--- src/rtl/fabric_cfg_pkg.sv ---
// Shared types and constants for the fabric configuration sequencer and the fabric top.
package fabric_cfg_pkg;

  localparam int DEF_NUM_COLS = 3;
  localparam int DEF_WORD_W   = 32;

  localparam logic [15:0] CRC_POLY = 16'h1021;
  localparam logic [15:0] CRC_INIT = 16'hFFFF;

  typedef enum logic [2:0] {
    ST_IDLE  = 3'd0,
    ST_LOAD  = 3'd1,
    ST_SHIFT = 3'd2,
    ST_SET   = 3'd3,
    ST_DONE  = 3'd4
  } cfg_state_e;

  // One CRC-16-CCITT step for a single serial bit, MSB-first register.
  function automatic logic [15:0] crc16_step(input logic [15:0] crc, input logic din);
    logic fb;
    fb = crc[15] ^ din;
    crc16_step = {crc[14:0], 1'b0} ^ (fb ? CRC_POLY : 16'h0000);
  endfunction

endpackage

--- src/rtl/cfg_crc16_serial.sv ---
// Bit-serial CRC-16-CCITT accumulator with clear and enable; crc_next is the value after this cycle.
module cfg_crc16_serial
  import fabric_cfg_pkg::*;
(
  input  logic        clk,
  input  logic        rst,
  input  logic        clr,
  input  logic        en,
  input  logic        din,
  output logic [15:0] crc_next
);

  logic [15:0] crc_r;

  // next CRC value: clear wins over accumulate
  always_comb begin
    crc_next = crc_r;
    if (clr) begin
      crc_next = CRC_INIT;
    end else if (en) begin
      crc_next = crc16_step(crc_r, din);
    end else begin
      crc_next = crc_r;
    end
  end

  // CRC register
  always_ff @(posedge clk) begin
    if (rst) begin
      crc_r <= CRC_INIT;
    end else begin
      crc_r <= crc_next;
    end
  end

endmodule

--- src/rtl/fabric_config_sequencer.sv ---
// Serialises configuration words LSB-first into one fabric column's shift chain, then pulses its set line.
// Optional CRC check of the shifted stream is enabled by defining CFG_CRC_EN.
module fabric_config_sequencer
  import fabric_cfg_pkg::*;
#(
  parameter int NUM_COLS = DEF_NUM_COLS,
  parameter int COL_W    = 2,
  parameter int WORD_W   = DEF_WORD_W,
  parameter int LEN_W    = 16,
  parameter int CRC_W    = 16
) (
  input  logic                wb_clk_i,
  input  logic                wb_rst_i,
  input  logic                cmd_valid,
  output logic                cmd_ready,
  input  logic [COL_W-1:0]    cmd_col,
  input  logic [LEN_W-1:0]    cmd_len,
  input  logic [CRC_W-1:0]    cmd_crc,
  input  logic                word_valid,
  output logic                word_ready,
  input  logic [WORD_W-1:0]   word_data,
  input  logic                abort,
  output logic                cen,
  output logic [NUM_COLS-1:0] shift_out,
  output logic [NUM_COLS-1:0] set_out,
  output logic                busy,
  output logic                done,
  output logic                err
);

  localparam int CNT_W = $clog2(WORD_W + 1);

  cfg_state_e          state_r, state_s;
  logic [COL_W-1:0]    col_r, col_s;
  logic [LEN_W-1:0]    rem_r, rem_s;
  logic [CNT_W-1:0]    cnt_r, cnt_s;
  logic [WORD_W-1:0]   shreg_r, shreg_s;
  logic                err_s, cen_s, busy_s, done_s, crc_ok_s;
  logic [NUM_COLS-1:0] shift_s, set_s;

  assign cmd_ready  = (state_r == ST_IDLE);
  assign word_ready = (state_r == ST_LOAD);

`ifdef CFG_CRC_EN
  logic [CRC_W-1:0] crc_exp_r;
  logic [CRC_W-1:0] crc_next_s;

  // expected CRC captured with the command
  always_ff @(posedge wb_clk_i) begin
    if (wb_rst_i) begin
      crc_exp_r <= {CRC_W{1'b0}};
    end else if (state_r == ST_IDLE && cmd_valid) begin
      crc_exp_r <= cmd_crc;
    end else begin
      crc_exp_r <= crc_exp_r;
    end
  end

  cfg_crc16_serial u_crc (
    .clk      (wb_clk_i),
    .rst      (wb_rst_i),
    .clr      (state_r == ST_IDLE && cmd_valid),
    .en       (state_r == ST_SHIFT),
    .din      (shreg_r[0]),
    .crc_next (crc_next_s)
  );

  assign crc_ok_s = (crc_next_s == crc_exp_r);
`else
  logic unused_crc_s;
  assign unused_crc_s = ^cmd_crc;
  assign crc_ok_s     = 1'b1;
`endif

  // next-state, datapath and next-output decode
  always_comb begin
    state_s = state_r;
    col_s   = col_r;
    rem_s   = rem_r;
    cnt_s   = cnt_r;
    shreg_s = shreg_r;
    err_s   = err;
    if (abort && state_r != ST_IDLE) begin
      // partial bits stay in the chain; a word handshaking this cycle is simply dropped
      state_s = ST_IDLE;
      err_s   = 1'b1;
    end else begin
      case (state_r)
        ST_IDLE: begin
          if (cmd_valid) begin
            col_s = cmd_col;
            rem_s = cmd_len;
            err_s = 1'b0;
            if (int'(cmd_col) >= NUM_COLS || cmd_len == {LEN_W{1'b0}}) begin
              err_s   = 1'b1;
              state_s = ST_IDLE;
            end else begin
              state_s = ST_LOAD;
            end
          end else begin
            state_s = ST_IDLE;
          end
        end
        ST_LOAD: begin
          if (word_valid) begin
            shreg_s = word_data;
            cnt_s   = (rem_r >= LEN_W'(WORD_W)) ? CNT_W'(WORD_W) : CNT_W'(rem_r);
            state_s = ST_SHIFT;
          end else begin
            state_s = ST_LOAD;
          end
        end
        ST_SHIFT: begin
          shreg_s = shreg_r >> 1;
          cnt_s   = cnt_r - CNT_W'(1);
          rem_s   = rem_r - LEN_W'(1);
          if (cnt_r == CNT_W'(1)) begin
            state_s = (rem_r == LEN_W'(1)) ? ST_SET : ST_LOAD;
          end else begin
            state_s = ST_SHIFT;
          end
        end
        ST_SET: begin
          if (crc_ok_s) begin
            state_s = ST_DONE;
          end else begin
            state_s = ST_IDLE;
            err_s   = 1'b1;
          end
        end
        ST_DONE: state_s = ST_IDLE;
        default: state_s = ST_IDLE;
      endcase
    end

    // outputs are registered, so they are decoded from the state being entered
    cen_s  = (state_s == ST_SHIFT) || (state_s == ST_SET);
    busy_s = (state_s != ST_IDLE);
    done_s = (state_s == ST_DONE);
    if (state_s == ST_SHIFT) begin
      shift_s = NUM_COLS'(shreg_s[0]) << col_s;
    end else begin
      shift_s = {NUM_COLS{1'b0}};
    end
    if (state_s == ST_SET && crc_ok_s) begin
      set_s = NUM_COLS'(1'b1) << col_s;
    end else begin
      set_s = {NUM_COLS{1'b0}};
    end
  end

  // state, datapath and output registers
  always_ff @(posedge wb_clk_i) begin
    if (wb_rst_i) begin
      state_r   <= ST_IDLE;
      col_r     <= {COL_W{1'b0}};
      rem_r     <= {LEN_W{1'b0}};
      cnt_r     <= {CNT_W{1'b0}};
      shreg_r   <= {WORD_W{1'b0}};
      cen       <= 1'b0;
      shift_out <= {NUM_COLS{1'b0}};
      set_out   <= {NUM_COLS{1'b0}};
      busy      <= 1'b0;
      done      <= 1'b0;
      err       <= 1'b0;
    end else begin
      state_r   <= state_s;
      col_r     <= col_s;
      rem_r     <= rem_s;
      cnt_r     <= cnt_s;
      shreg_r   <= shreg_s;
      cen       <= cen_s;
      shift_out <= shift_s;
      set_out   <= set_s;
      busy      <= busy_s;
      done      <= done_s;
      err       <= err_s;
    end
  end

endmodule

--- config.mk ---
export PLATFORM = sky130hd
export DESIGN_NAME = fabric_config_sequencer
export DESIGN_NICKNAME = d
export VERILOG_FILES = /design/src/rtl/fabric_cfg_pkg.sv /design/src/rtl/cfg_crc16_serial.sv /design/src/rtl/fabric_config_sequencer.sv
export SDC_FILE = /design/constraint.sdc
export NUM_CORES = 1
export LEC_CHECK = 0
export CORE_MARGIN = 4
export CORE_UTILIZATION = 40
export CTS_BUF_LIST = sky130_fd_sc_hd__clkbuf_4
export CTS_CLUSTER_SIZE = 14
export DETAILED_ROUTE_END_ITERATION = 16
export GPL_TIMING_DRIVEN = 0
export PLACE_DENSITY_LB_ADDON = 0.1
export SLEW_MARGIN = 15
export SYNTH_ARGS = -nofsm -noshare
export SYNTH_HDL_FRONTEND = slang
export SYNTH_SLANG_ARGS = --single-unit
--- constraint.sdc ---
create_clock -name wb_clk_i -period 5.7 [get_ports wb_clk_i]
set_input_delay 0.855 -clock wb_clk_i [delete_from_list [all_inputs] [get_ports wb_clk_i]]
set_output_delay 0.855 -clock wb_clk_i [all_outputs]
set_load 0.02 [all_outputs]
==> impl_results.rst <==
.. list-table::
   :header-rows: 1

   * - Metric
     - Value
   * - Outcome
     - complete, no violations
   * - Max-cap check violation count
     - 0
   * - Floorplan die area
     - 10400 µm²
   * - Count of cells along the worst register-to-register path
     - 5
   * - Sequential share of the synthesized area
     - 0.390
   * - Routed wire length per instance
     - 16.6 µm
   * - Signed area change from the synthesized netlist to the final layout
     - 25.9%
   * - Synthesized flop and latch total
     - 69
   * - Number of setup violations in the final report
     - 0
   * - Highest Clock Rate
     - 320 MHz
   * - Mapped cell area
     - 3540 µm²
   * - Number of warning messages in the yosys log
     - 0
   * - Sinks on the clock net
     - 69
   * - Critical path, cell by cell
     - buf_2, clkbuf_1, or2_2, nor2_1, clkdlybuf4s50_1
   * - Worst Path Required
     - 4.85 ns
   * - Launch point of the worst reg-to-reg path
     - state_r[1]
   * - Library cell with the highest instance count after synthesis
     - dfxtp_1
   * - Clock network latency to the later pin of the worst-skew pair
     - 0.43 ns
   * - Die outline height
     - 102 µm
   * - Number of I/O port buffers
     - 65
   * - Mean post-synth cell area
     - 8.22 µm²
   * - Arrival @ worst endpoint
     - 2.27 ns
   * - Slew Limit Headroom
     - 0.323
   * - Gate count after technology mapping
     - 431
   * - Synthesized-area fraction occupied by xor and xnor cells
     - 0.00247
   * - Post-synth top cells
     - dfxtp_1 (69), nor2_1 (55), nor3_1 (41)
   * - Largest net degree at the start of global routing
     - 13
   * - Total global routing track utilization
     - 0.202
   * - Number of nets in the finished design
     - 583
   * - Setup Buffers After CTS
     - 0
   * - Compound-gate portion of the synthesized area
     - 0.246
   * - Number of fill cells in the layout
     - 907
   * - Number of global-route vias before repair
     - 3429
   * - Antenna violations before repair
     - 0
   * - Distinct cells, synth
     - 64
   * - CP endpoint kind
     - primary output
   * - Share of the synthesized area in the top cell type
     - 0.390
   * - Leakage Power
     - 1.55 nW
   * - Initial detailed-routing violation count
     - 181
   * - Total buffers and inverters traversed by the critical path
     - 3
   * - Placeable core region
     - 8680 µm²
   * - Via Count
     - 3605
   * - Remaining Overflow, GRT
     - 0
   * - Ratio of cells with drive above 1 in the final layout
     - 0.0820
   * - Shortest clock period the worst path allows after layout
     - 3.12 ns
   * - Number of enable-type register cells in the synthesized netlist
     - 0
   * - Sink of the worst hold path
     - col_r[0]
   * - RR Endpoint
     - rem_r[13]
   * - Starting Density
     - 0.408
   * - Power density over the cells
     - 240 nW/µm²
   * - Vias/cell
     - 5.81
   * - Hold buffer count at CTS
     - 0
   * - Final wirelength
     - 10.3 mm
   * - Highest net fanout along the worst path
     - 10
   * - Maximum VDD drop
     - 0.103 mV
   * - Number of gates resized after cts
     - 0
   * - Global-route wire length before repair
     - 16.6 mm
   * - Simple-Gate Fraction of Synth Area
     - 0.278
   * - Multiplexer share of the synthesized area
     - 0.00600
   * - Dominant delay contributor by cell family on the critical path
     - buffers and inverters
   * - Number of endpoints with negative hold slack in the final report
     - 0
   * - Peak per-stage delay on the critical path
     - 0.62 ns
   * - GPL Wtd Cong
     - 0.886
   * - Clock tree from TritonCTS
     - built
   * - DR pass1 iterations
     - 5
   * - Critical path's slowest cell
     - clkdlybuf4s50_1
   * - Min-Delay Path Class
     - register to register
   * - Post-route total power
     - 1.07 mW
   * - Sum of net half-perimeters after detailed placement
     - 7.53 mm
   * - Share of synthesized flip-flops with an asynchronous set or reset
     - 0
   * - H-Tree Depth
     - 3
   * - Setup TNS
     - 0 ns
   * - Clock transition at path regs
     - 0.12 ns
   * - Deepest clock path buffer count
     - 2
   * - Startpoint-to-endpoint class of the critical path
     - register to primary output
   * - Dominant combinational cell family by area after synthesis
     - simple AND/OR/NAND/NOR gates
   * - Kind of start point of the critical path
     - register
   * - Final cycle utilization of the critical path
     - 0.548
   * - Transition time at the pin with the least slew margin
     - 1.00 ns
   * - Non-filler cells, final
     - 620
   * - Dominant register cell in the synthesized netlist
     - dfxtp_1
   * - Final number of max-transition violations
     - 0
   * - Number of placed I/O pins
     - 83
   * - Synthesized Nets
     - 507
   * - Placement row count
     - 34
   * - Post-DP Area
     - 4330 µm²
   * - Unrepaired setup endpoints after global routing
     - false
   * - N_diodes
     - 0
   * - Finished Cell Area
     - 4460 µm²
   * - Post-route antenna net violation count
     - 0
   * - Beginning of the worst hold path
     - col_r[0]
   * - # placed instances
     - 604
   * - Cell accounting for the most synthesized area
     - dfxtp_1
   * - Post-Synth Adder-Cell Area
     - 0.0176
   * - Die Wd
     - 102 µm
   * - Post-Route Skew
     - 0.0158 ns
   * - Root Driver
     - clkbuf_4
   * - DRC
     - 0
   * - Worst Hold Path Cells
     - 2
   * - Cell types with the largest area share after synthesis
     - dfxtp_1 (39%), a221oi_1 (7.9%), nor2_1 (5.8%)
   * - Cts bufs inserted
     - 9
   * - Register-to-register setup slack
     - 3.43 ns
## how the worst max path moves through the flow
stage          cells past startpoint          end  startpoint  slack [ns]
2_1_floorplan                      6  shreg_r[10]       abort        3.50
3_3_place_gp                       7  shreg_r[21]       abort        2.48
3_5_place_dp                       7  shreg_r[10]       abort        2.45
4_1_cts                            5    cmd_ready  state_r[1]        2.55
5_1_grt                            5    cmd_ready  state_r[1]        2.46
6_report                           5    cmd_ready  state_r[1]        2.58
## worst register-to-register path, stage by stage (launching register included)
cell and delay, ns:
dfxtp_1 0.34, buf_2 0.21, clkbuf_1 0.38, nor4b_1 0.86
nand2_1 0.13, o221a_1 0.27
## routing by layer
metal / vias to the layer above / routed length [µm] / track usage
li1: 1776 / - / -
met2: 107 / 4730 / 0.324
met1: 1698 / 4620 / 0.261
met4: 0 / 287 / 0.0878
met3: 24 / 672 / 0.0451
met5: - / 0 / 0
## power by group
part	internal, mW	switching, mW	total, mW
Sequential	0.508	0.0221	0.531
Clock	0.131	0.185	0.316
Combinational	0.103	0.122	0.224
## placed cells by master, fill, tap and decap left out, types with 3 or more instances in the layout
cell | netlist | final
nor4_1 | 9 | 9
dfxtp_1 | 69 | 69
clkdlybuf4s50_1 | 0 | 65
inv_1 | 16 | 16
nand4_1 | 3 | 3
a21oi_1 | 25 | 25
nand2_1 | 19 | 19
ha_1 | 5 | 5
nor2_1 | 55 | 55
o31ai_1 | 3 | 3
or3_1 | 4 | 4
clkbuf_1 | 26 | 26
nand3b_1 | 4 | 4
a31oi_1 | 5 | 5
nand3_1 | 6 | 6
nor3b_1 | 7 | 7
nand2b_1 | 4 | 4
nor3_1 | 41 | 41
o22ai_1 | 3 | 3
buf_2 | 9 | 9
a211oi_1 | 6 | 6
or2_2 | 5 | 5
o211ai_1 | 4 | 4
clkbuf_4 | 0 | 9
a221oi_1 | 32 | 32
o21ai_0 | 16 | 16
o221ai_1 | 3 | 3
## kinds of logic after synthesis
group,after synthesis
muxes,2
buffers and inverters,52
DFF,69
and+or+nand+nor,181
xor gates and xnor gates,1
adders and majority gates,5
AOI/OAI and AO/OA,121
## area by class of cell
cell class	count	area [µm²]	area share
timing repair buffer	65	651	0.146
buffer	36	154	0.0345
clock buffer	9	67.6	0.0151
multi-input combinational	310	1950	0.437
clock inverter	7	66.3	0.0149
inverter	16	60.1	0.0135
sequential	69	1380	0.309
tap	108	135	0.0303
## state kept, by name, indices dropped and copies added (netlist names)
signal and count:
shreg_r 32, rem_r 16, cnt_r 6, set_out 3, shift_out 3, state_r 3, col_r 2, busy 1
cen 1, done 1, err 1
## per-stage QoR
step	setup slack [ns]	hold slack (ns)	util
floorplan	3.50	0.458	-
global placement	2.48	0.469	0.499
detailed placement	2.45	0.474	0.499
CTS	2.55	0.491	0.514
global route	2.46	0.527	0.514
finish	2.58	0.495	0.514
No activity file was read; power rests on OpenSTA's default activity.
